===== config.mk =====
export PLATFORM = sky130hd
export DESIGN_NAME = mips_instr_encoder
export DESIGN_NICKNAME = d
export VERILOG_FILES = /design/src/rtl/mips_pkg.sv /design/src/rtl/mips_instr_encoder_sync_fifo.sv /design/src/rtl/mips_instr_encoder.sv
export SDC_FILE = /design/constraint.sdc
export NUM_CORES = 1
export LEC_CHECK = 0
export ABC_AREA = 1
export CORE_MARGIN = 10
export CORE_UTILIZATION = 38
export DETAILED_ROUTE_END_ITERATION = 10
export SYNTH_ARGS = -nofsm -noshare
export SYNTH_HDL_FRONTEND = slang
export SYNTH_HIERARCHICAL = 1
export SYNTH_SLANG_ARGS = --single-unit

===== constraint.sdc =====
create_clock -name clk -period 8 [get_ports clk]
set_clock_uncertainty 0.2 [all_clocks]
set_input_delay 1.6 -clock clk [delete_from_list [all_inputs] [get_ports clk]]
set_output_delay 1.6 -clock clk [all_outputs]
set_load 0.005 [all_outputs]

===== src/rtl/mips_pkg.sv =====
// Shared MIPS field layout, format codes and opcode constants.
package mips_pkg;

    localparam logic [1:0] FMT_R   = 2'd0;
    localparam logic [1:0] FMT_I   = 2'd1;
    localparam logic [1:0] FMT_J   = 2'd2;
    localparam logic [1:0] FMT_BAD = 2'd3;

    localparam logic [5:0] OP_RTYPE = 6'h00;
    localparam logic [5:0] OP_J     = 6'h02;
    localparam logic [5:0] OP_JAL   = 6'h03;

    localparam int OP_MSB = 31;
    localparam int OP_LSB = 26;
    localparam int RS_MSB = 25;
    localparam int RS_LSB = 21;
    localparam int RT_MSB = 20;
    localparam int RT_LSB = 16;
    localparam int RD_MSB = 15;
    localparam int RD_LSB = 11;
    localparam int SH_MSB = 10;
    localparam int SH_LSB = 6;
    localparam int FN_MSB = 5;
    localparam int FN_LSB = 0;

    function automatic logic is_jump_op(input logic [5:0] op);
        return (op == OP_J) || (op == OP_JAL);
    endfunction

endpackage


===== src/rtl/mips_instr_encoder_sync_fifo.sv =====
// First-word-fall-through synchronous FIFO with flush and occupancy count.
module sync_fifo #(
    parameter  int DEPTH = 4,
    parameter  int WIDTH = 32,
    localparam int AW    = (DEPTH > 1) ? $clog2(DEPTH) : 1,
    localparam int CW    = $clog2(DEPTH + 1)
) (
    input  logic             clk,
    input  logic             rst_n,
    input  logic             flush,
    input  logic             push,
    input  logic [WIDTH-1:0] wdata,
    input  logic             pop,
    output logic [WIDTH-1:0] rdata,
    output logic [CW-1:0]    count
);

    logic [WIDTH-1:0] mem [DEPTH];
    logic [AW-1:0]    wr_ptr;
    logic [AW-1:0]    rd_ptr;
    logic             full;
    logic             empty;
    logic             do_push;
    logic             do_pop;

    assign full    = (count == CW'(DEPTH));
    assign empty   = (count == '0);
    assign do_push = push && !full;
    assign do_pop  = pop && !empty;
    // Head is forced to zero when empty so the output bus is clean after reset.
    assign rdata   = empty ? '0 : mem[rd_ptr];

    always_ff @(posedge clk) begin
        if (do_push) begin
            mem[wr_ptr] <= wdata;
        end
    end

    always_ff @(posedge clk or negedge rst_n) begin
        if (!rst_n) begin
            wr_ptr <= '0;
            rd_ptr <= '0;
            count  <= '0;
        end else if (flush) begin
            wr_ptr <= '0;
            rd_ptr <= '0;
            count  <= '0;
        end else begin
            if (do_push) begin
                wr_ptr <= wr_ptr + AW'(1);
            end
            if (do_pop) begin
                rd_ptr <= rd_ptr + AW'(1);
            end
            unique case ({do_push, do_pop})
                2'b10:   count <= count + CW'(1);
                2'b01:   count <= count - CW'(1);
                default: count <= count;
            endcase
        end
    end

endmodule


===== src/rtl/mips_instr_encoder.sv =====
// Packs R/I/J field descriptors into MIPS words and streams them via a FIFO.
// Define ENC_STATS_EN for per-format and rd-histogram statistics outputs.
import mips_pkg::*;

module mips_instr_encoder #(
    parameter int DEPTH = 4,
    parameter int CNT_W = 16
) (
    input  logic             clk,
    input  logic             rst_n,
    input  logic             flush,
    input  logic             in_valid,
    output logic             in_ready,
    input  logic [1:0]       in_fmt,
    input  logic [5:0]       in_op,
    input  logic [4:0]       in_rs,
    input  logic [4:0]       in_rt,
    input  logic [4:0]       in_rd,
    input  logic [4:0]       in_shamt,
    input  logic [5:0]       in_funct,
    input  logic [15:0]      in_imm,
    input  logic [25:0]      in_target,
    output logic             out_valid,
    input  logic             out_ready,
    output logic [31:0]      out_data,
    output logic [CNT_W-1:0] word_cnt,
    output logic [CNT_W-1:0] err_cnt,
    output logic             err
`ifdef ENC_STATS_EN
    ,
    output logic [CNT_W-1:0] r_cnt,
    output logic [CNT_W-1:0] i_cnt,
    output logic [CNT_W-1:0] j_cnt,
    output logic [3:0][3:0]  rd_hist
`endif
);

    localparam int CW = $clog2(DEPTH + 1);

    logic [31:0]   word;
    logic          legal;
    logic          accept;
    logic          push_word;
    logic          reject;
    logic [CW-1:0] count;
    logic          full;

    always_comb begin
        word  = '0;
        legal = 1'b0;
        unique case (in_fmt)
            FMT_R: begin
                word  = {OP_RTYPE, in_rs, in_rt, in_rd, in_shamt, in_funct};
                legal = 1'b1;
            end
            FMT_I: begin
                word  = {in_op, in_rs, in_rt, in_imm};
                legal = !((in_op == OP_RTYPE) || is_jump_op(in_op));
            end
            FMT_J: begin
                word  = {in_op, in_target};
                legal = is_jump_op(in_op);
            end
            default: begin
                word  = '0;
                legal = 1'b0;
            end
        endcase
    end

    assign full      = (count == CW'(DEPTH));
    assign in_ready  = !full && !flush;
    assign accept    = in_valid && in_ready;
    assign push_word = accept && legal;
    assign reject    = accept && !legal;
    assign out_valid = (count != '0);

    sync_fifo #(
        .DEPTH (DEPTH),
        .WIDTH (32)
    ) u_fifo (
        .clk   (clk),
        .rst_n (rst_n),
        .flush (flush),
        .push  (push_word),
        .wdata (word),
        .pop   (out_valid && out_ready),
        .rdata (out_data),
        .count (count)
    );

    always_ff @(posedge clk or negedge rst_n) begin
        if (!rst_n) begin
            word_cnt <= '0;
            err_cnt  <= '0;
            err      <= 1'b0;
        end else begin
            err <= reject;
            if (push_word) begin
                word_cnt <= word_cnt + CNT_W'(1);
            end
            if (reject) begin
                err_cnt <= err_cnt + CNT_W'(1);
            end
        end
    end

`ifdef ENC_STATS_EN
    always_ff @(posedge clk or negedge rst_n) begin
        if (!rst_n) begin
            r_cnt   <= '0;
            i_cnt   <= '0;
            j_cnt   <= '0;
            rd_hist <= '0;
        end else if (push_word) begin
            unique case (in_fmt)
                FMT_R:   r_cnt <= r_cnt + CNT_W'(1);
                FMT_I:   i_cnt <= i_cnt + CNT_W'(1);
                FMT_J:   j_cnt <= j_cnt + CNT_W'(1);
                default: ;
            endcase
            // Same rd slot the downstream classifier inspects, whatever the format.
            for (int k = 0; k < 4; k++) begin
                if (word[RD_MSB:RD_LSB] == 5'(k + 3)) begin
                    rd_hist[k] <= rd_hist[k] + 4'd1;
                end
            end
        end
    end
`endif

endmodule


==> flow_summary_export.csv <==
group,metric,value,unit
run_status,status,"finished, final reports clean",
yosys,synthTopCellsByCount,"203 x nand2_1, 171 x nor2_1, 128 x edfxtp_1",
yosys,yosys-mux-area-fraction,0,%
place,placed_cells,1270,
yosys,syn-cell-area,0.00815,sq mm
critical_path,startpoint_type,"primary input",
sta,maxSlewHeadroom,27.1,%
clock_network,postCtsSetupBuffers,0,
sta,setup_violations,0,
sta,worst_pin_slew,1090,ps
final_layout,area_delta_synth_final,26.7,%
pwr,p_seq_share,41.1,%
sta,fin_crit,4900,ps
yosys,seq_area_frac_synth,59.4,%
clock_network,numCtsBuffers,17,
yosys,ys_warn_count,6,
sta,rsz0062_at_grt,"no",
yosys,synthXorXnorAreaFrac,1.72,%
yosys,synth_top_cell_by_area,"edfxtp_1",
pwr,cellPowerDensity,243,mW/mm^2
yosys,synth_most_common_cell,"nand2_1",
clock_network,tritoncts,"done",
yosys,synth_area_leaders,"edfxtp_1 47%, dfrtp_1 12%, nand2_1 9.3%",
detailed_routing,vias,6363,
clock_network,clock_latency,420,ps
floorplanning,design.die.area,0.0277,sq mm
place,port_buffers,147,
pwr,p_leak,4.00,nW
yosys,synth_compound_area_share,7.23,%
final_layout,final_cells,1303,
yosys,synth_simple_gate_area_share,24.6,%
critical_path,crit_arrival,4740,ps
yosys,synth_edf_count,128,
yosys,yosysUniqueCellTypes,31,
sta,final-hold-violation-count,0,
place,dp_hpwl,13700,um
critical_path,crit_required,7840,ps
floorplanning,dieHeight,166,um
clock_network,cts_buffer_depth,2,
clock_network,cts-root-buf,"clkbuf_16",
floorplanning,io_pins,148,
grt,gr-usage-all-layers,14.7,%
detailed_routing,wl_per_cell,16.0,um
final_layout,fin_util,49.0,%
detailed_routing,drc,0,
final_layout,finish.net_count,1102,
clock_network,hold_buffers,0,
hold_path,hold_class,"reg -> reg",
floorplanning,start_util,38.7,%
sta,fmax,204,MHz
pwr,pwr-share-clk,30.0,%
critical_path,endpoint_kind,"flip-flop",
yosys,synth_top_family_by_area,"simple AND/OR/NAND/NOR gates",
yosys,async_reset_ff_share,23.8,%
detailed_routing,post_drt_via_cell_ratio,4.88,
flow_run,max_cap_viol_count,0,
sta,tns,0,ps
yosys,synthFlopType,"edfxtp_1",
pwr,net-switching-power,0.788,mW
grt,antenna_found_initial,1,
clock_network,path_clk_slew,60,ps
floorplanning,die_width,166,um
pwr,netSwitchingFraction,31.4,%
yosys,synth_cells,882,
sta,fin_hold_ws,342,ps
detailed_routing,dr.pass1.iters,6,
sta,drv_slew,0,
yosys,synth_fa_ha_area_share,1.17,%
critical_path,critPathMaxStageDelay,910,ps
yosys,syn_nets,970,
pwr,internal_power,1.72,mW
critical_path,cp_max_fo,32,
grt,grt_pass1_vias,6190,
detailed_routing,wl,20800,um
place,gp_congestion,0.847,
pwr,combPwrFrac,28.9,%
detailed_routing,detail-route-antenna-nets,0,
pwr,ir_worst_vdd,0.000163,V
yosys,synth-seq-cells,168,
critical_path,slowest_stage,"nor2_4",
critical_path,path_cells,"clkdlybuf4s50_1, nor2_4, inv_4, nand3_4, nand3_4, inv_2, nand2_1, nor2_4",
floorplanning,fp-row-count,53,
floorplanning,core_area,0.0211,sq mm
grt,grt_pass1_wl,33300,um
yosys,post_synth.cell_area_avg,9.24,sq um
final_layout,drive_gt1_share,6.43,%
critical_path,crit_type,"in -> reg",
yosys,synth_top_area_share,47.2,%
detailed_routing,drt-initial-drc-count,386,
grt,grt_max_degree,66,
clock_network,cts.sinks,168,
clock_network,htree_levels,4,
clock_network,ctsResizeCount,0,
grt,grt-ovfl-total,0,
sta,finalCritPeriodShare,61.3,%
-- power groups by stage --
stage | combinational, mW | sequential (mW) | clock (mW)
detailed placement | 0.738 | 1.05 | 0
global route | 0.803 | 1.04 | 0.810
global placement | 0.732 | 1.05 | 0
CTS | 0.741 | 1.03 | 0.769
finish | 0.726 | 1.03 | 0.754
floorplan | 0.382 | 1.04 | 0
-- cell type report --
| class | count | area [sq um] |
|---|---|---|
| clock inverter | 14 | 116 |
| inverter | 62 | 235 |
| multi-input combinational | 615 | 2860 |
| antenna | 1 | 2.50 |
| timing repair buffer | 150 | 1490 |
| sequential | 168 | 4850 |
| tap | 275 | 344 |
| fill | 1964 | 10800 |
| clock buffer | 18 | 429 |
-- state kept, by name, indices dropped and copies added, names as in the netlist --
register / flops
u_fifo/rd_ptr: 2
word_cnt: 16
u_fifo/count: 3
err_cnt: 16
err: 1
u_fifo/mem: 128
u_fifo/wr_ptr: 2
-- per-stage QoR --
| step | worst slack, ps | total power [mW] | cell area [sq um] |
|---|---|---|---|
| after floorplan | 3560 | 1.42 | 8150 |
| after global routing | 2840 | 2.65 | 10300 |
| after global placement | 2590 | 1.78 | 9780 |
| final | 3100 | 2.51 | 10300 |
| after detailed placement | 2530 | 1.79 | 9780 |
| after CTS | 2990 | 2.54 | 10300 |
-- metal layers --
metal / wire length, um / GRT usage [%]
met1: 9550 / 18.8
met3: 1290 / 4.33
met4: 152 / 3.40
met5: 0 / 0
met2: 9820 / 24.1
-- cells by family after synthesis --
| group | Yosys count |
|---|---|
| DFF | 168 |
| adders and majority gates | 7 |
| and+or+nand+nor | 475 |
| buffers and inverters | 99 |
| xor gates and xnor gates | 16 |
| AOI/OAI and AO/OA | 117 |
-- worst paths after layout --
check,start,endpoint,slack [ps],cells after the start
min in group asynchronous,rst_n,word_cnt[2],1110,1
hold / removal,err_cnt[1],err_cnt[1],340,2
setup / recovery,in_fmt[1],u_fifo/mem[1][12],3100,8
setup reg to reg,u_fifo/count[2],u_fifo/mem[1][12],4350,7
max in group asynchronous,rst_n,u_fifo/rd_ptr[0],5850,1
hold reg to reg,err_cnt[1],err_cnt[1],340,2
-- cells in the final DEF (no fill, tap or decap), types with 7 or more instances in the layout --
| cell type | instances |
|---|---|
| a21oi_1 | 34 |
| nor2_1 | 167 |
| o21ai_0 | 36 |
| inv_1 | 50 |
| clkdlybuf4s50_1 | 146 |
| nand4_1 | 13 |
| nand2_1 | 203 |
| o21ai_1 | 46 |
| xnor2_1 | 10 |
| edfxtp_1 | 128 |
| inv_2 | 10 |
| dfrtp_1 | 39 |
| nand3_1 | 71 |
| nor2_4 | 7 |
| clkbuf_16 | 17 |
-- critical path: cells and delay by family --
family                 cells  cell delay (ps)
AND/OR/NAND/NOR            5             2110
buffers and inverters      3             1010
No activity file was read; power rests on OpenSTA's default activity.
